**src/rtl/div_unit.sv**
```systemverilog
// Multi-cycle restoring divider serving DIV/DIVU from the EX stage.
// result_o = {remainder, quotient}; one quotient bit per cycle on magnitudes, sign fixup at the end.
module div_unit #(
  parameter int unsigned DATA_W = 32,
  parameter int unsigned CNT_W  = 6
) (
  input  logic                  clk,
  input  logic                  rst,
  input  logic                  signed_div_i,
  input  logic [DATA_W-1:0]     opdata1_i,
  input  logic [DATA_W-1:0]     opdata2_i,
  input  logic                  start_i,
  input  logic                  annul_i,
  output logic [2*DATA_W-1:0]   result_o,
  output logic                  ready_o
);

  typedef enum logic [1:0] {S_FREE, S_BYZERO, S_ON, S_END} state_t;

  state_t                r_state, w_state;
  logic [CNT_W-1:0]      r_cnt, w_cnt;
  logic [DATA_W-1:0]     r_dvd, w_dvd;
  logic [DATA_W-1:0]     r_dvs, w_dvs;
  logic [DATA_W-1:0]     r_rem, w_rem;
  logic                  r_signed, w_signed;
  logic                  r_sign_a, w_sign_a;
  logic                  r_sign_b, w_sign_b;
  logic [2*DATA_W-1:0]   r_result, w_result;
  logic                  r_ready, w_ready;

  logic [DATA_W:0]       w_trial;
  logic                  w_no_borrow;
  logic [DATA_W-1:0]     w_quo_fix;
  logic [DATA_W-1:0]     w_rem_fix;

  // r_dvd doubles as the quotient register: dividend bits shift out the top, quotient bits in the bottom
  assign w_trial     = {r_rem, r_dvd[DATA_W-1]} - {1'b0, r_dvs};
  assign w_no_borrow = ~w_trial[DATA_W];
  assign w_quo_fix   = (r_signed && (r_sign_a ^ r_sign_b)) ? -r_dvd : r_dvd;
  assign w_rem_fix   = (r_signed && r_sign_a) ? -r_rem : r_rem;

  always_ff @(posedge clk) begin
    if (rst) begin
      r_state  <= S_FREE;
      r_cnt    <= '0;
      r_dvd    <= '0;
      r_dvs    <= '0;
      r_rem    <= '0;
      r_signed <= 1'b0;
      r_sign_a <= 1'b0;
      r_sign_b <= 1'b0;
      r_result <= '0;
      r_ready  <= 1'b0;
    end else begin
      r_state  <= w_state;
      r_cnt    <= w_cnt;
      r_dvd    <= w_dvd;
      r_dvs    <= w_dvs;
      r_rem    <= w_rem;
      r_signed <= w_signed;
      r_sign_a <= w_sign_a;
      r_sign_b <= w_sign_b;
      r_result <= w_result;
      r_ready  <= w_ready;
    end
  end

  always_comb begin
    w_state  = r_state;
    w_cnt    = r_cnt;
    w_dvd    = r_dvd;
    w_dvs    = r_dvs;
    w_rem    = r_rem;
    w_signed = r_signed;
    w_sign_a = r_sign_a;
    w_sign_b = r_sign_b;
    w_result = r_result;
    w_ready  = r_ready;

    case (r_state)
      S_FREE: begin
        if (start_i && !annul_i) begin
          w_signed = signed_div_i;
          w_sign_a = signed_div_i & opdata1_i[DATA_W-1];
          w_sign_b = signed_div_i & opdata2_i[DATA_W-1];
          w_dvd    = w_sign_a ? -opdata1_i : opdata1_i;
          w_dvs    = w_sign_b ? -opdata2_i : opdata2_i;
          w_rem    = '0;
          w_cnt    = '0;
          w_state  = (opdata2_i == '0) ? S_BYZERO : S_ON;
        end
      end

      S_BYZERO: begin
        w_state  = S_END;
        w_result = '0;
        w_ready  = 1'b1;
      end

      S_ON: begin
        if (annul_i) begin
          w_state  = S_FREE;
          w_cnt    = '0;
          w_result = '0;
          w_ready  = 1'b0;
        end else if (r_cnt == CNT_W'(DATA_W)) begin
          w_state  = S_END;
          w_result = {w_rem_fix, w_quo_fix};
          w_ready  = 1'b1;
        end else begin
          w_rem = w_no_borrow ? w_trial[DATA_W-1:0] : {r_rem[DATA_W-2:0], r_dvd[DATA_W-1]};
          w_dvd = {r_dvd[DATA_W-2:0], w_no_borrow};
          w_cnt = r_cnt + CNT_W'(1);
        end
      end

      S_END: begin
        if (!start_i) begin
          w_state  = S_FREE;
          w_result = '0;
          w_ready  = 1'b0;
        end
      end

      default: begin
        w_state  = S_FREE;
        w_result = '0;
        w_ready  = 1'b0;
      end
    endcase
  end

  assign result_o = r_result;
  assign ready_o  = r_ready;

endmodule

```
**config.mk**
```make
export PLATFORM = sky130hd
export DESIGN_NAME = div_unit
export DESIGN_NICKNAME = d
export VERILOG_FILES = /design/src/rtl/div_unit.sv
export SDC_FILE = /design/constraint.sdc
export NUM_CORES = 1
export LEC_CHECK = 0
export ABC_AREA = 1
export CORE_AREA = 2 2 152 154
export DETAILED_ROUTE_END_ITERATION = 16
export DIE_AREA = 0 0 154 156
export GPL_TIMING_DRIVEN = 0
export PLACE_DENSITY_LB_ADDON = 0.25
export SLEW_MARGIN = 10
export SYNTH_ARGS = -nofsm -noshare
export SYNTH_HDL_FRONTEND = slang
export SYNTH_SLANG_ARGS = --single-unit
```
**constraint.sdc**
```tcl
create_clock -name clk -period 3 [get_ports clk]
set_input_delay 0.45 -clock clk [delete_from_list [all_inputs] [get_ports clk]]
set_output_delay 0.45 -clock clk [all_outputs]
set_load 0.005 [all_outputs]
```
==> results.toml, run 1 <==
[status]
status = "complete, no violations"

[route]
drtIter0Drc = 1312
vias = 15000
antenna_left = 0
viasPerCell = 5.73
drt-total-wl_um = 44100
first_pass_iters = 6
wl_per_cell_um = 16.8
remaining_drc_errors = 0

[final_layout]
finalNonFillerCells = 2625
nFillCells = 2078
final_cell_mix = "nand2_1, inv_1, a21oi_1"
regArea_um2 = 3440
diodes = 0
multi_input_area_um2 = 7960
syn2layout_area_growth_pct = 17.6
nNetsFinal = 2435
drive_above_1_share_pct = 4.96
final_common_cell = "nand2_1"
fin_area_um2 = 15300

[die]
die_w_um = 154
coreArea_um2 = 22400
start_util_pct = 58.0
num_rows = 55
chipHeight_um = 156
io_pins = 134
dieArea_um2 = 24000

[worst_setup_path]
cp.arrival_ps = 2980
worstSetupPathType = "reg2reg"
reg2regPathDepth = 18
required_ps = 3290
crit_end = "r_rem[30]$_SDFFE_PP0P_"
crit_top_cell = "nand2_4"
critPathBufInv = 3
crit_path_start_kind = "flop"
cp_slowest_cell = "dfxtp_1"
rr_startpoint = "r_dvd[31]$_SDFFE_PP0P_"
worst_setup_path_end_kind = "flop"
cp.depth = 18
r2r_slack_ps = 310
worstPathCellList = "inv_1 -> ha_1 -> fa_1 -> inv_1 -> nand2_1 -> nand2_1 -> nand3_1 -> nand2_2 -> nand2_2 -> nand2_4 -> nand2_4 -> nand2_4 -> nand2_8 -> nand2_4 -> buf_6 -> nand2_1 -> nand3_1 -> a21oi_1"
cp-startpoint = "r_dvd[31]$_SDFFE_PP0P_"
crit_path_max_fanout = 10
rr_endpoint = "r_rem[30]$_SDFFE_PP0P_"
slowest_delay_ps = 410
crit_family = "simple AND/OR/NAND/NOR gates"

[placement]
dp_cells = 2593
postPlaceCellArea_um2 = 14700
port_buffers = 133
pre_cts_slack_ps = 248
detailed_place_hpwl_um = 35600
gp_congestion = 0.977

[timing]
fin_setup_tns_ps = 0
finalWorstSetupSlack_ps = 313
slew_headroom_pct = 44.8
finClkSkew_ps = 15.0
max_freq_mhz = 372
hold_viol = 0
rsz0062_at_grt = "no"
post-route-period-util_pct = 89.6
hold_slack_ps = 466
tightest_slew_ps = 829
min_period_ps = 2690
drv_slew = 0
setup_violations = 0

[logic_synthesis]
synthCells = 2175
synthesis.nets = 2283
synth_top_flop_cell = "dfxtp_1"
synthDistinctLibCells = 50
ys_ff_latch = 172
avgSynthCellArea_um2 = 5.96
yosysSeqAreaShare_pct = 26.5
synthesis.area_um2 = 13000
synth_edf_count = 0
async_flop_share_pct = 0
synth_warnings = 0

[job]
maxCapViolations = 0

[global_route]
antenna_found_initial = 1
grt_overflow_total = 0
grt_pass1_wl_um = 70400
grt_usage_pct = 36.8
grt_pass1_vias = 14200
grt_max_degree = 19

[clock_network]
post_cts_resized = 0
htreeDepth = 4
clockBufferDepth = 2
hold_buffers = 0
clkTransAtPathRegs_ps = 70
clock_latency_ps = 450
cts_setup_buffers = 0
numCtsBuffers = 17
cts-root-buf = "clkbuf_16"
cts_tree = "yes"
cts_sinks = 172

[power]
leakage_nw = 7.25
p_int_w = 0.00459
p_sw_share_pct = 42.1
p_sw_w = 0.00334
vdd_drop_max_mv = 0.337
powerDensity_nw_per_um2 = 519
seqPwrFrac_pct = 33.2
combinationalPowerShare_pct = 38.4
pwr-share-clk_pct = 28.4

[worst_hold_path]
hold_class = "reg2reg"
power by group through the flow:
stage	combinational, W	clock, W	sequential [W]
CTS	0.00297	0.00225	0.00262
global placement	0.00290	0	0.00267
finish	0.00304	0.00225	0.00263
detailed placement	0.00295	0	0.00267
global route	0.00339	0.00234	0.00265
floorplan	0.00215	0	0.00261
cell usage after synthesis (17+ instances only):
cell,instances,area (um^2)
buf_2,17,85.1
o21ai_0,119,596
nor2_1,174,653
clkbuf_1,45,169
nand2_1,599,2250
nand3b_1,18,135
nor3_1,31,155
nand4_1,39,244
dfxtp_1,172,3440
nand3_1,213,1070
ha_1,38,475
a21oi_1,215,1080
inv_1,311,1170
xor2_1,38,333
worst min-delay path by stage:
stage	start	end	slack [ps]	depth (start not counted)
after floorplan	r_dvs[31]$_SDFFE_PP0P_	r_dvs[31]$_SDFFE_PP0P_	450	2
after global placement	result_o[61]$_SDFFE_PP0P_	result_o[61]$_SDFFE_PP0P_	450	2
after detailed placement	result_o[61]$_SDFFE_PP0P_	result_o[61]$_SDFFE_PP0P_	460	2
after CTS	result_o[15]$_SDFFE_PP0P_	result_o[15]$_SDFFE_PP0P_	470	2
after global routing	result_o[9]$_SDFFE_PP0P_	result_o[9]$_SDFFE_PP0P_	480	2
final	result_o[16]$_SDFFE_PP0P_	result_o[16]$_SDFFE_PP0P_	470	2
tightest hold or removal path: cells and delay by family (launching register included):
kind / cells / cell delay [ps]
flip-flops: 1 / 310
AND/OR/NAND/NOR: 1 / 60
AO/OA/AOI/OAI: 1 / 50
area by class of cell:
cell class                 instances  area share (%)
multi-input combinational       1605            52.2
sequential                       172            22.6
timing repair buffer             133            8.73
inverter                         322            7.92
clock buffer                      19            2.97
buffer                            76            2.35
tap                              285            2.34
clock inverter                    13           0.902
through the flow:
step	power [W]	util [%]
floorplan	0.00475	-
global placement	0.00557	65.6
detailed placement	0.00563	65.6
CTS	0.00784	68.2
global route	0.00838	68.2
finish	0.00792	68.2
state kept, by name, indices dropped and copies added (netlist names), 2 cells and up:
name	flops
r_state	2
r_rem	32
r_dvs	32
r_dvd	32
result_o	64
r_cnt	6
logic make-up after synthesis:
group / share of synthesized area (%)
AND/OR/NAND/NOR: 38.0
buffers and inverters: 12.1
AO/OA/AOI/OAI: 16.1
flip-flops: 26.5
XOR/XNOR: 3.44
adder cells (fa/ha/maj): 3.82
layer usage:
metal	part of all wire [%]	global-route usage (%)	wire [um]
met1	41	45.4	18100
met2	47	63.2	20700
met5	0.029	0	13
met3	7.3	5.56	3200
met4	4.7	17.6	2090
(Power assumes the default switching activity.)
==> run 2, diff against run 1 <==
--- a/config.mk
+++ b/config.mk
@@ -6,11 +6,13 @@
 export NUM_CORES = 1
 export LEC_CHECK = 0
 export ABC_AREA = 1
+export CAP_MARGIN = 15
 export CORE_AREA = 2 2 152 154
 export DETAILED_ROUTE_END_ITERATION = 16
 export DIE_AREA = 0 0 154 156
 export GPL_TIMING_DRIVEN = 0
 export PLACE_DENSITY_LB_ADDON = 0.25
+export SKIP_CTS_REPAIR_TIMING = 1
 export SLEW_MARGIN = 10
 export SYNTH_ARGS = -nofsm -noshare
 export SYNTH_HDL_FRONTEND = slang
==> results of run 2 <==
Same layout as run 1: the final DEF is identical, and so are final timing and power.
==> run 3, diff against run 2 <==
==> constraint.sdc (replaced) <==
create_clock -name clk -period 3 [get_ports clk]
set_input_delay 0.45 -clock clk [delete_from_list [all_inputs] [get_ports clk]]
set_output_delay 0.45 -clock clk [all_outputs]
set_load 0.01 [all_outputs]
==> results of run 3 <==
Same layout as run 1 (identical final DEF). Status: complete, no violations.
Main changes from that run: total power 0.00792 W -> 0.00793 W
